$ cat src/rtl/display_arbiter_if.sv
// -----------------------------------------------------------------------------
// display_arbiter_if
//
// Purpose: groups the source inputs and display outputs of display_arbiter so
// the arbiter and its environment share one bundle.
//
// Signals:
//   mode_toggle        single-cycle pulse, user clock/timer switch request
//   alarm              single-cycle pulse, alarm event
//   clk_num0/1, clk_dot  clock source digit pairs and dot
//   tmr_num0/1, tmr_dot  timer source digit pairs and dot
//   host_req           level, host display request
//   host_num0/1        host digit pairs
//   host_grant         high while the host owns the display
//   num0/1, dot        selected digit pairs and dot
//   sel                owner code: 0 CLOCK, 1 TIMER, 2 HOST, 3 ALARM
//   blank              high means the display driver suppresses all segments
//
// Modports:
//   master  environment side (drives sources, observes the display)
//   slave   arbiter side
//
// Handshake: there is no valid/ready pair here. mode_toggle and alarm are
// single-cycle event pulses sampled on every rising clock edge; host_req is a
// level that is sampled on every edge and answered by host_grant one cycle
// later.
// -----------------------------------------------------------------------------
interface display_arbiter_if;
    logic       mode_toggle;
    logic       alarm;
    logic [5:0] clk_num0;
    logic [5:0] clk_num1;
    logic       clk_dot;
    logic [5:0] tmr_num0;
    logic [5:0] tmr_num1;
    logic       tmr_dot;
    logic       host_req;
    logic [5:0] host_num0;
    logic [5:0] host_num1;
    logic       host_grant;
    logic [5:0] num0;
    logic [5:0] num1;
    logic       dot;
    logic [1:0] sel;
    logic       blank;

    modport master (
        output mode_toggle, alarm,
        output clk_num0, clk_num1, clk_dot,
        output tmr_num0, tmr_num1, tmr_dot,
        output host_req, host_num0, host_num1,
        input  host_grant, num0, num1, dot, sel, blank
    );

    modport slave (
        input  mode_toggle, alarm,
        input  clk_num0, clk_num1, clk_dot,
        input  tmr_num0, tmr_num1, tmr_dot,
        input  host_req, host_num0, host_num1,
        output host_grant, num0, num1, dot, sel, blank
    );
endinterface

$ cat src/rtl/display_arbiter.sv
// -----------------------------------------------------------------------------
// display_arbiter
//
// Purpose: decides which source (clock, timer, host or alarm) owns a two-pair
// digit display and registers the selected digits, dot, owner code, blanking
// and host grant.
//
// Parameters:
//   TICK_DIV     clock cycles per tick
//   BLINK_TICKS  ticks per blink half-period during an alarm
//   ALARM_TICKS  alarm display duration in ticks
//
// Ports:
//   clock  system clock, all logic on the rising edge
//   reset  asynchronous, active-high reset
//   bus    display_arbiter_if.slave (sources in, display out)
//
// Build option:
//   DISPLAY_ARBITER_ALARM_EN  when defined, the ALARM owner with its tick
//   prescaler, blink counter and duration counter is built. When undefined,
//   the alarm pulse is ignored, sel never reaches 3 and blank stays 0.
//
// Priority when choosing the owner: ALARM > HOST > user_mode (CLOCK/TIMER).
// The owner register doubles as the sel output, so sel is also the debug view
// of the FSM state.
// -----------------------------------------------------------------------------
module display_arbiter #(
    parameter int TICK_DIV    = 50000,
    parameter int BLINK_TICKS = 250,
    parameter int ALARM_TICKS = 30000
) (
    input  logic               clock,
    input  logic               reset,
    display_arbiter_if.slave   bus
);

    localparam logic [1:0] S_CLOCK = 2'd0;
    localparam logic [1:0] S_TIMER = 2'd1;
    localparam logic [1:0] S_HOST  = 2'd2;
    localparam logic [1:0] S_ALARM = 2'd3;

    logic [1:0] state_q, state_d;
    // 0 = CLOCK, 1 = TIMER; same encoding as the matching state codes
    logic       user_mode_q, user_mode_d;
    logic [1:0] user_state;

    logic [5:0] num0_q, num0_d;
    logic [5:0] num1_q, num1_d;
    logic       dot_q, dot_d;
    logic       host_grant_q, host_grant_d;
    logic       blank_q, blank_d;

    assign user_state = {1'b0, user_mode_q};

`ifdef DISPLAY_ARBITER_ALARM_EN
    localparam int PRESC_W = (TICK_DIV > 1) ? $clog2(TICK_DIV) : 1;
    localparam int BLINK_W = (BLINK_TICKS > 1) ? $clog2(BLINK_TICKS) : 1;
    localparam int DUR_W   = (ALARM_TICKS > 0) ? $clog2(ALARM_TICKS + 1) : 1;

    logic [PRESC_W-1:0] presc_q, presc_d;
    logic [BLINK_W-1:0] blink_cnt_q, blink_cnt_d;
    logic [DUR_W-1:0]   dur_q, dur_d;
    logic               tick;
    logic               exit_alarm;

    // Free-running prescaler; tick is high for one cycle out of TICK_DIV.
    assign tick    = (presc_q == PRESC_W'(TICK_DIV - 1));
    assign presc_d = tick ? '0 : presc_q + PRESC_W'(1);
`endif

    // Owner selection.
    always_comb begin
        state_d     = state_q;
        user_mode_d = user_mode_q;
`ifdef DISPLAY_ARBITER_ALARM_EN
        dur_d       = dur_q;
        exit_alarm  = 1'b0;
        // An alarm pulse always wins: it enters ALARM (or just reloads the
        // duration when already there) and swallows a coincident toggle.
        if (bus.alarm) begin
            state_d = S_ALARM;
            dur_d   = DUR_W'(ALARM_TICKS);
        end else
`endif
        begin
            case (state_q)
                S_CLOCK, S_TIMER: begin
                    if (bus.mode_toggle) begin
                        user_mode_d = ~user_mode_q;
                    end
                    state_d = bus.host_req ? S_HOST : {1'b0, user_mode_d};
                end
                S_HOST: begin
                    // mode_toggle is deliberately not looked at here.
                    if (!bus.host_req) begin
                        state_d = user_state;
                    end
                end
`ifdef DISPLAY_ARBITER_ALARM_EN
                S_ALARM: begin
                    if (tick) begin
                        // Leave on the tick that brings the count to zero.
                        if (dur_q <= DUR_W'(1)) begin
                            exit_alarm = 1'b1;
                        end else begin
                            dur_d = dur_q - DUR_W'(1);
                        end
                    end
                    // A toggle here is an acknowledge, not a mode change.
                    if (bus.mode_toggle) begin
                        exit_alarm = 1'b1;
                    end
                    if (exit_alarm) begin
                        state_d = bus.host_req ? S_HOST : user_state;
                    end
                end
`endif
                default: state_d = S_CLOCK;
            endcase
        end
    end

    // Blink phase; blank_q itself is the phase bit since it is only non-zero
    // while the alarm owns the display.
    always_comb begin
        blank_d = 1'b0;
`ifdef DISPLAY_ARBITER_ALARM_EN
        blink_cnt_d = blink_cnt_q;
        if (state_d != S_ALARM) begin
            blink_cnt_d = '0;
            blank_d     = 1'b0;
        end else if (state_q != S_ALARM) begin
            // Fresh entry starts blanked.
            blink_cnt_d = '0;
            blank_d     = 1'b1;
        end else begin
            blank_d = blank_q;
            if (tick) begin
                if (blink_cnt_q == BLINK_W'(BLINK_TICKS - 1)) begin
                    blink_cnt_d = '0;
                    blank_d     = ~blank_q;
                end else begin
                    blink_cnt_d = blink_cnt_q + BLINK_W'(1);
                end
            end
        end
`endif
    end

    // Output selection from the next owner, so the registered outputs carry
    // the owner and source values of the cycle just sampled.
    always_comb begin
        num0_d       = bus.clk_num0;
        num1_d       = bus.clk_num1;
        dot_d        = bus.clk_dot;
        host_grant_d = 1'b0;
        case (state_d)
            S_TIMER: begin
                num0_d = bus.tmr_num0;
                num1_d = bus.tmr_num1;
                dot_d  = bus.tmr_dot;
            end
            S_HOST: begin
                num0_d       = bus.host_num0;
                num1_d       = bus.host_num1;
                dot_d        = 1'b0;
                host_grant_d = 1'b1;
            end
            default: begin
                // CLOCK and ALARM both show the clock source.
            end
        endcase
    end

    always_ff @(posedge clock or posedge reset) begin
        if (reset) begin
            state_q      <= S_CLOCK;
            user_mode_q  <= 1'b0;
            num0_q       <= '0;
            num1_q       <= '0;
            dot_q        <= 1'b0;
            host_grant_q <= 1'b0;
            blank_q      <= 1'b0;
        end else begin
            state_q      <= state_d;
            user_mode_q  <= user_mode_d;
            num0_q       <= num0_d;
            num1_q       <= num1_d;
            dot_q        <= dot_d;
            host_grant_q <= host_grant_d;
            blank_q      <= blank_d;
        end
    end

`ifdef DISPLAY_ARBITER_ALARM_EN
    always_ff @(posedge clock or posedge reset) begin
        if (reset) begin
            presc_q     <= '0;
            blink_cnt_q <= '0;
            dur_q       <= '0;
        end else begin
            presc_q     <= presc_d;
            blink_cnt_q <= blink_cnt_d;
            dur_q       <= dur_d;
        end
    end
`endif

    assign bus.num0       = num0_q;
    assign bus.num1       = num1_q;
    assign bus.dot        = dot_q;
    assign bus.sel        = state_q;
    assign bus.blank      = blank_q;
    assign bus.host_grant = host_grant_q;

endmodule

$ cat src/flat_wrapper.sv
// flat-port wrapper written by rule: the top's interface ports become plain ports
module display_arbiter_flat 
#(
    parameter int TICK_DIV    = 50000,
    parameter int BLINK_TICKS = 250,
    parameter int ALARM_TICKS = 30000
)
  (clock, reset, bus_mode_toggle, bus_alarm, bus_clk_num0, bus_clk_num1, bus_clk_dot, bus_tmr_num0, bus_tmr_num1, bus_tmr_dot, bus_host_req, bus_host_num0, bus_host_num1, bus_host_grant, bus_num0, bus_num1, bus_dot, bus_sel, bus_blank);
  display_arbiter_if bus_i ();
  input  logic clock;
  input  logic reset;
  input wire logic [$bits(bus_i.mode_toggle)-1:0] bus_mode_toggle;
  input wire logic [$bits(bus_i.alarm)-1:0] bus_alarm;
  input wire logic [$bits(bus_i.clk_num0)-1:0] bus_clk_num0;
  input wire logic [$bits(bus_i.clk_num1)-1:0] bus_clk_num1;
  input wire logic [$bits(bus_i.clk_dot)-1:0] bus_clk_dot;
  input wire logic [$bits(bus_i.tmr_num0)-1:0] bus_tmr_num0;
  input wire logic [$bits(bus_i.tmr_num1)-1:0] bus_tmr_num1;
  input wire logic [$bits(bus_i.tmr_dot)-1:0] bus_tmr_dot;
  input wire logic [$bits(bus_i.host_req)-1:0] bus_host_req;
  input wire logic [$bits(bus_i.host_num0)-1:0] bus_host_num0;
  input wire logic [$bits(bus_i.host_num1)-1:0] bus_host_num1;
  output wire logic [$bits(bus_i.host_grant)-1:0] bus_host_grant;
  output wire logic [$bits(bus_i.num0)-1:0] bus_num0;
  output wire logic [$bits(bus_i.num1)-1:0] bus_num1;
  output wire logic [$bits(bus_i.dot)-1:0] bus_dot;
  output wire logic [$bits(bus_i.sel)-1:0] bus_sel;
  output wire logic [$bits(bus_i.blank)-1:0] bus_blank;
  assign bus_i.mode_toggle = bus_mode_toggle;
  assign bus_i.alarm = bus_alarm;
  assign bus_i.clk_num0 = bus_clk_num0;
  assign bus_i.clk_num1 = bus_clk_num1;
  assign bus_i.clk_dot = bus_clk_dot;
  assign bus_i.tmr_num0 = bus_tmr_num0;
  assign bus_i.tmr_num1 = bus_tmr_num1;
  assign bus_i.tmr_dot = bus_tmr_dot;
  assign bus_i.host_req = bus_host_req;
  assign bus_i.host_num0 = bus_host_num0;
  assign bus_i.host_num1 = bus_host_num1;
  assign bus_host_grant = bus_i.host_grant;
  assign bus_num0 = bus_i.num0;
  assign bus_num1 = bus_i.num1;
  assign bus_dot = bus_i.dot;
  assign bus_sel = bus_i.sel;
  assign bus_blank = bus_i.blank;
  display_arbiter #(.TICK_DIV(TICK_DIV), .BLINK_TICKS(BLINK_TICKS), .ALARM_TICKS(ALARM_TICKS)) u_core (.clock(clock), .reset(reset), .bus(bus_i));
endmodule
$ cat config.mk
export PLATFORM = sky130hd
export DESIGN_NAME = display_arbiter_flat
export DESIGN_NICKNAME = d
export VERILOG_FILES = /design/src/rtl/display_arbiter_if.sv /design/src/rtl/display_arbiter.sv /design/src/flat_wrapper.sv
export SDC_FILE = /design/constraint.sdc
export NUM_CORES = 1
export LEC_CHECK = 0
export ABC_AREA = 1
export BUFFER_PORTS_ARGS = -buffer_cell sky130_fd_sc_hd__buf_2
export CAP_MARGIN = 40
export CORE_MARGIN = 10
export CORE_UTILIZATION = 38
export DETAILED_ROUTE_END_ITERATION = 7
export PLACE_DENSITY = 0.77
export RECOVER_POWER = 50
export SYNTH_ARGS = -nofsm -noshare
export SYNTH_HDL_FRONTEND = slang
export SYNTH_SLANG_ARGS = --single-unit
$ cat constraint.sdc
create_clock -name clock -period 2 [get_ports clock]
set_clock_uncertainty 0.05 [all_clocks]
set_input_delay 0.2 -clock clock [delete_from_list [all_inputs] [get_ports clock]]
set_output_delay 0.2 -clock clock [all_outputs]
set_load 0.02 [all_outputs]
==> impl_metrics.csv, run 1 <==
group,metric,value,unit
sta,finalCritPeriodShare,90.4,%
worst_setup_path,startpoint_type,"flop",
clock_tree,clockBufferDepth,2,
worst_setup_path,r2r_slack,190,ps
sta,finalSetupViolCount,0,
worst_hold_path,min_path_cells,3,
sta,drv_slew,0,
clock_tree,cts_tree,"yes",
global_route,grt_usage,10.6,%
yosys,syn_inst,98,
finish,flow.area_growth_from_synthesis,45.4,%
clock_tree,clkTransAtPathRegs,100,ps
yosys,syn_nets,143,
global_route,grt_max_degree,18,
sta,fin_crit,1810,ps
sta,rsz0062_at_grt,"no",
run_status,status,"completed",
sta,hold_ws,61.6,ps
place,io_buffers,57,
worst_hold_path,min_to,"u_core.bus.dot",
sta,slew_headroom,57.6,%
worst_setup_path,regToRegStartpoint,"u_core.bus.sel[1]",
global_route,first_global_vias,915,
clock_tree,clock_tree.htree_level_count,1,
yosys,synth.distinct_cells,12,
yosys,ys_ff_latch,17,
sta,tns,0,ps
worst_setup_path,path_class,"flop to flop",
finish,fill_cells,200,
floorplanning,core_area,1960,µm²
yosys,ys_seq_area_share,53.8,%
yosys,avgSynthCellArea,8.07,µm²
finish,ff_latch_area,425,µm²
sta,fmaxAchievable,0.553,GHz
worst_setup_path,worstReg2RegEnd,"u_core.bus.num1[5]",
clock_tree,cts_buffers,3,
pwr,ir_drop,0.417,mV
worst_setup_path,cp.arrival,1980,ps
place,gp_congestion,0.752,
flow_run,maxCapViolCount,0,
sta,finalHoldViolations,0,
finish,diodes,0,
drt,drcViolationCount,0,
worst_setup_path,cp_max_fo,10,
place,dpl.hpwl,2090,µm
worst_hold_path,hold_path.class,"primary input to flop",
global_route,grt_overflow,0,
finish,post-route-util,58.6,%
finish,final_cells,187,
floorplanning,rows,16,
drt,drt_iter0_markers,38,
floorplanning,initial_core_util,40.3,%
clock_tree,post_cts_buffers,0,
clock_tree,cts_root_buffer,"clkbuf_4",
pwr,leakage,0.661,nW
worst_setup_path,required,2180,ps
finish,drive_above_1_share,38.8,%
floorplanning,die_h,65.6,µm
global_route,grt_pass1_wl,3750,µm
clock_tree,cts.sink_count,17,
finish,nets,206,
yosys,yosysWarningCount,0,
floorplanning,io-pin-count,60,
global_route,antenna_found_initial,0,
yosys,synth.cell_area,791,µm²
place,dp.cells,182,
worst_hold_path,min_from,"bus_tmr_dot",
drt,vias,838,
drt,dr.pass1.iters,4,
worst_setup_path,rr_worst_depth,7,
clock_tree,clk_latency,280,ps
pwr,power.density,857,nW/µm²
worst_setup_path,end_kind,"flop",
finish,multi_input_comb_area,312,µm²
sta,tightestPinTransition,636,ps
floorplanning,design.die.area,4310,µm²
floorplanning,die_x,65.6,µm
drt,via_per_inst,4.48,
drt,drt_wl_total,2470,µm
drt,drtAntennaViolNets,0,
drt,wl_per_cell,13.2,µm
[worst max-delay path by stage]
stage | end | start | slack (ps) | cells past startpoint
after CTS | u_core.bus.num1[5] | u_core.bus.sel[1] | 60 | 7
after global placement | u_core.bus.num0[0] | u_core.bus.sel[1] | 170 | 7
after floorplan | u_core.bus.num0[0] | u_core.bus.sel[1] | 330 | 7
after detailed placement | u_core.bus.num1[5] | u_core.bus.sel[1] | 90 | 7
final | u_core.bus.num1[5] | u_core.bus.sel[1] | 190 | 7
after global routing | u_core.bus.num1[5] | u_core.bus.sel[1] | 30 | 7
[cells in the mapped netlist]
master	number	area, µm²
a21oi_1	2	10.0
dfrtp_1	17	425
nand4_1	2	12.5
conb_1	1	3.75
buf_2	1	5.00
ha_1	2	25.0
nand2_1	44	165
nand3_1	14	70.1
o21ai_0	1	5.00
nor2_2	2	12.5
buf_4	3	22.5
inv_1	9	33.8
[critical path, stage by stage, from the launching register on]
cell	delay, ps
dfrtp_1	440
a21oi_1	250
inv_1	80
ha_2	380
nor2_2	210
buf_4	200
nand2_1	70
nand3_1	80
[timing repair]
item | in CTS | in global routing
endpoints found under the setup margin | 0 | 10
resized for setup | 0 | 2
endpoints found under the hold margin | 17 | 0
hold buffers | 1 | 0
[power breakdown]
part / internal (mW) / switching, mW
Combinational: 0.136 / 0.234
Clock: 0.0774 / 0.103
Sequential: 0.411 / 0.0235
[area by class of cell]
cell class	instances	share of cell area (%)
flip-flops and latches	17	37.0
well taps	27	2.94
inverters	9	2.94
multi-input cells	68	27.1
repair buffers	62	27.7
clock buffers	4	2.29
[layout by cell type (no fill, tap or decap)]
cell type and instances:
conb_1 1, nand4_1 2, nand2_1 44, dlygate4sd3_1 1, nor2_4 1, clkbuf_1 6
clkbuf_4 3, o21ai_0 1, ha_1 1, buf_4 4, inv_1 9, buf_2 52
nor2_2 1, nand3_1 14, dfrtp_1 17, a21oi_1 2, ha_2 1
[sequential cells by signal, indices dropped and copies added, names as in the netlist]
register / count
u_core.bus.host_grant: 1
u_core.user_mode_q: 1
u_core.bus.sel: 2
u_core.bus.num1: 6
u_core.bus.num0: 6
u_core.bus.dot: 1
[through the flow]
stage	setup slack (ps)	power, mW	area (µm²)
final	191	0.986	1150
after global routing	34.6	1.06	1150
after CTS	59.0	0.996	1150
after detailed placement	89.1	0.816	1110
after global placement	170	0.802	1110
after floorplan	330	0.663	791
[cell families (layout without fill, tap and decap cells)]
| logic type | Yosys count | after routing | synth area share [%] |
|---|---|---|---|
| flip-flops | 17 | 17 | 53.8 |
| other | 1 | 1 | 0.474 |
| buffers and inverters | 13 | 75 | 7.75 |
| adder cells (fa/ha/maj) | 2 | 2 | 3.16 |
| AND/OR/NAND/NOR | 62 | 62 | 32.9 |
| AO/OA/AOI/OAI | 3 | 3 | 1.90 |
[metal layers]
layer / global-route usage [%] / share of wire, %
met2: 19.9 / 55
met3: 3.90 / 8.1
met1: 10.1 / 35
met4: 4.28 / 1.7
met5: 0 / 0
Note: power is estimated with default switching activity, not from simulation.
==> run 2, diff against run 1 <==
==> constraint.sdc (replaced) <==
create_clock -name clock -period 2 [get_ports clock]
set_clock_uncertainty 0.05 [all_clocks]
set_input_delay 0.4 -clock clock [delete_from_list [all_inputs] [get_ports clock]]
set_output_delay 0.4 -clock clock [all_outputs]
set_load 0.02 [all_outputs]
==> impl_metrics.csv, run 2 (synthesis results as in run 1) <==
group,metric,value,unit
drt,drcViolationCount,0,
place,io_buffers,57,
finish,nets,205,
worst_setup_path,regToRegStartpoint,"u_core.user_mode_q",
sta,drv_slew,0,
worst_setup_path,startpoint_type,"flop",
sta,finalCritPeriodShare,90.2,%
finish,flow.area_growth_from_synthesis,43.8,%
pwr,power_switching,358,µW
floorplanning,rows,16,
flow_run,maxCapViolCount,0,
global_route,grt_max_degree,18,
worst_setup_path,cp.arrival,1960,ps
pwr,power.density,863,nW/µm²
worst_hold_path,hold_path.class,"primary input to async pin",
finish,drive_above_1_share,39.6,%
drt,drt_iter0_markers,27,
sta,tightestPinTransition,641,ps
floorplanning,io-pin-count,60,
worst_setup_path,worstSetupStartpoint,"u_core.user_mode_q",
worst_setup_path,path_class,"flop to flop",
finish,post-route-util,58.0,%
place,gp_congestion,0.705,
pwr,ir_drop,0.501,mV
worst_setup_path,r2r_slack,200,ps
pwr,p_total,981,µW
clock_tree,clockBufferDepth,2,
pwr,power.share.sequential,44.8,%
worst_setup_path,required,2160,ps
clock_tree,cts_buffers,3,
worst_setup_path,cp_max_fo,9,
drt,via_per_inst,4.53,
drt,drt_wl_total,2500,µm
sta,slew_headroom,57.2,%
finish,layout.cells.most_common,"buf_2",
clock_tree,clk_latency,270,ps
global_route,antenna_found_initial,0,
global_route,grt_usage,11.2,%
place,placed_area,1110,µm²
place,dpl.hpwl,2180,µm
sta,tns,0,ps
drt,wl_per_cell,13.4,µm
global_route,grt_overflow,0,
pwr,intPower,624,µW
finish,stdcell_area,1140,µm²
pwr,clkPwrFrac,17.7,%
floorplanning,die_h,65.6,µm
worst_setup_path,worstReg2RegEnd,"u_core.bus.num0[2]",
worst_setup_path,end_kind,"flop",
finish,diodes,0,
drt,dr.pass1.iters,4,
pwr,leakage,0.660,nW
place,post-place-ws,31.6,ps
sta,rsz0062_at_grt,"no",
floorplanning,design.die.area,4310,µm²
floorplanning,die_x,65.6,µm
finish,mostFrequentLayoutCells,"buf_2 (53), nand2_1 (44), dfrtp_1 (17), nand3_1 (14), inv_1 (9)",
global_route,grt_pass1_wl,3950,µm
sta,fin_crit,1800,ps
floorplanning,initial_core_util,40.3,%
finish,fill_cells,201,
global_route,first_global_vias,945,
sta,setup_ws,196,ps
clock_tree,cts.sink_count,17,
clock_tree,clkTransAtPathRegs,100,ps
drt,drtAntennaViolNets,0,
sta,fmaxAchievable,0.554,GHz
pwr,switching_share,36.5,%
run_status,status,"completed",
clock_tree,cts_tree,"yes",
drt,vias,842,
clock_tree,cts_root_buffer,"clkbuf_4",
pwr,p_comb_share,37.5,%
sta,finalHoldViolations,0,
sta,finalSetupViolCount,0,
worst_setup_path,rr_worst_depth,9,
clock_tree,clock_tree.htree_level_count,1,
floorplanning,core_area,1960,µm²
[run 2: worst max-delay path by stage]
stage / endpoint / slack, ps / cells past startpoint
floorplan: u_core.bus.num0[0] / 330 / 7
global placement: u_core.bus.num1[1] / 130 / 9
detailed placement: u_core.bus.num0[2] / 30 / 9
CTS: u_core.bus.num0[2] / 120 / 7
global route: u_core.bus.num0[5] / 40 / 8
finish: u_core.bus.num0[2] / 200 / 9
[run 2: final cells by class]
class                      count  area, µm²  area share [%]
timing repair buffer          61        310            27.3
sequential                    17        425            37.4
multi-input combinational     68        308            27.1
inverter                       9       33.8            2.97
tap                           27       33.8            2.97
clock buffer                   4       26.3            2.31
[run 2: power groups by stage]
stage | Sequential (mW) | Combinational (mW) | Clock, mW
3_3_place_gp | 0.440 | 0.365 | 0
4_1_cts | 0.439 | 0.379 | 0.179
6_report | 0.440 | 0.368 | 0.174
3_5_place_dp | 0.447 | 0.378 | 0
5_1_grt | 0.447 | 0.405 | 0.199
2_1_floorplan | 0.529 | 0.135 | 0
[run 2: timing repair]
| action | CTS | global route |
|---|---|---|
| endpoints found under the hold margin | 0 | 0 |
| setup endpoints to repair | 0 | 9 |
| resized for setup | 0 | 1 |
| buffers inserted | 0 | 0 |
| hold buffers | 0 | 0 |
[run 2: routing by layer]
| layer | part of all wire [%] | GRT usage [%] | vias to the layer above |
|---|---|---|---|
| li1 | - | - | 423 |
| met3 | 6.2 | 1.86 | 6 |
| met2 | 56 | 22.7 | 36 |
| met4 | 3.1 | 5.08 | 0 |
| met1 | 35 | 10.5 | 377 |
| met5 | 0 | 0 | - |
[run 2: through the flow]
step / hold slack, ps / instances
after floorplan: 276 / 98
after global placement: 453 / 182
after detailed placement: 471 / 182
after CTS: 170 / 186
after global routing: 180 / 186
final: 146 / 186
[run 2: critical path: stages (launching register included)]
cell	delay, ps
dfrtp_1	430
inv_1	80
nand2_1	70
nand4_1	70
nand2_1	80
ha_1	400
nor2_2	230
buf_4	200
nand2_1	60
nand3_1	90
==> run 3, diff against run 2 <==
--- a/config.mk
+++ b/config.mk
@@ -11,7 +11,7 @@
 export CORE_MARGIN = 10
 export CORE_UTILIZATION = 38
 export DETAILED_ROUTE_END_ITERATION = 7
-export PLACE_DENSITY = 0.77
+export PLACE_DENSITY_LB_ADDON = 0.12
 export RECOVER_POWER = 50
 export SYNTH_ARGS = -nofsm -noshare
 export SYNTH_HDL_FRONTEND = slang
==> impl_metrics.csv, run 3 (synthesis results as in run 1) <==
group,metric,value,unit
run_status,status,"completed",
global_route,grt_usage,10.7,%
drt,drt_iter0_markers,25,
floorplanning,initial_core_util,40.3,%
finish,stdcell_area,1150,µm²
clock_tree,clockBufferDepth,2,
clock_tree,cts.sink_count,17,
global_route,grt_max_degree,18,
clock_tree,post_cts_buffers,0,
finish,mostFrequentLayoutCells,"buf_2 (53), nand2_1 (44), dfrtp_1 (17), nand3_1 (14), inv_1 (9)",
worst_setup_path,r2r_slack,230,ps
finish,fill_cells,203,
sta,finalCritPeriodShare,88.4,%
drt,dr.pass1.iters,4,
worst_setup_path,required,2130,ps
worst_setup_path,end_kind,"flop",
clock_tree,cts_tree,"yes",
finish,nets,207,
sta,finalHoldViolations,0,
sta,tns,0,ps
drt,via_per_inst,4.29,
clock_tree,clk_latency,280,ps
worst_setup_path,worstReg2RegEnd,"u_core.bus.num1[0]",
floorplanning,core_area,1960,µm²
sta,slew_headroom,58.6,%
drt,wl_per_cell,11.9,µm
worst_setup_path,rr_worst_depth,7,
global_route,grt_pass1_wl,3650,µm
global_route,grt_overflow,0,
drt,drt_wl_total,2240,µm
floorplanning,die_x,65.6,µm
flow_run,maxCapViolCount,0,
worst_setup_path,crit_end,"u_core.bus.num1[0]",
sta,rsz0062_at_grt,"no",
finish,flow.area_growth_from_synthesis,46.0,%
clock_tree,cts_resized,0,
worst_setup_path,cp_max_fo,8,
place,post-place-ws,78.4,ps
sta,tightestPinTransition,621,ps
floorplanning,design.die.area,4310,µm²
clock_tree,cts_buffers,3,
place,placed_area,1130,µm²
worst_setup_path,worstSetupStartpoint,"u_core.bus.sel[1]",
clock_tree,cts_root_buffer,"clkbuf_4",
pwr,power.density,850,nW/µm²
pwr,leakage,0.674,nW
sta,drv_slew,0,
global_route,antenna_found_initial,0,
finish,layout.cells.most_common,"buf_2",
finish,multi_input_comb_area,309,µm²
finish,ff_latch_area,425,µm²
clock_tree,cts_hold_buf,0,
finish,post-route-util,58.9,%
drt,drtAntennaViolNets,0,
place,io_buffers,57,
global_route,first_global_vias,876,
floorplanning,io-pin-count,60,
place,gp_congestion,0.695,
floorplanning,rows,16,
place,dpl.hpwl,1950,µm
floorplanning,die_h,65.6,µm
clock_tree,clock_tree.htree_level_count,1,
worst_setup_path,startpoint_type,"flop",
finish,diodes,0,
pwr,ir_drop,0.421,mV
worst_setup_path,regToRegStartpoint,"u_core.bus.sel[1]",
sta,finalSetupViolCount,0,
clock_tree,clkTransAtPathRegs,100,ps
drt,drcViolationCount,0,
sta,fin_crit,1770,ps
sta,setup_ws,233,ps
worst_hold_path,hold_path.class,"primary input to async pin",
worst_setup_path,path_class,"flop to flop",
worst_setup_path,cp.arrival,1890,ps
drt,vias,807,
finish,drive_above_1_share,40.4,%
sta,fmaxAchievable,0.566,GHz
## run 3: area by class of cell
type | instances | share of cell area [%]
Clock buffer | 3 | 1.95
Clock inverter | 1 | 0.433
Inverter | 9 | 2.93
Multi-Input combinational cell | 68 | 26.8
Sequential cell | 17 | 36.8
Tap cell | 27 | 2.93
Timing Repair Buffer | 63 | 28.2
## run 3: metrics by stage
step                hold WS [ps]  total power [mW]  cells
global placement             464             0.813    184
floorplan                    276             0.663     98
finish                       125             0.982    188
global route                 183              1.05    188
CTS                          152              1.00    188
detailed placement           471             0.821    184
## run 3: worst min-delay path by stage
stage	depth (start not counted)	slack, ps	from	end
5_1_grt	2	180	reset	u_core.bus.num1[2]
4_1_cts	2	150	reset	u_core.bus.host_grant
6_report	2	120	reset	u_core.bus.num0[0]
3_5_place_dp	2	470	reset	u_core.bus.num0[3]
3_3_place_gp	2	460	reset	u_core.bus.num0[3]
2_1_floorplan	1	280	reset	u_core.bus.dot
## run 3: worst max-delay path, stage by stage (launching register included)
cell     delay, ps
dfrtp_1        440
a21oi_1        240
inv_1           70
ha_1           460
nor2_2          80
buf_4          170
nand2_1         60
nand3_1         70
## run 3: where the power goes
group	internal (mW)	switching (mW)
Combinational	0.141	0.229
Sequential	0.411	0.0225
Clock	0.0741	0.104
Total	0.626	0.356
## run 3: metal layers
layer	wire length [µm]	global-route usage, %
met5	0	0
met4	34	5.61
met3	225	4.58
met2	1150	18.8
met1	830	10.4
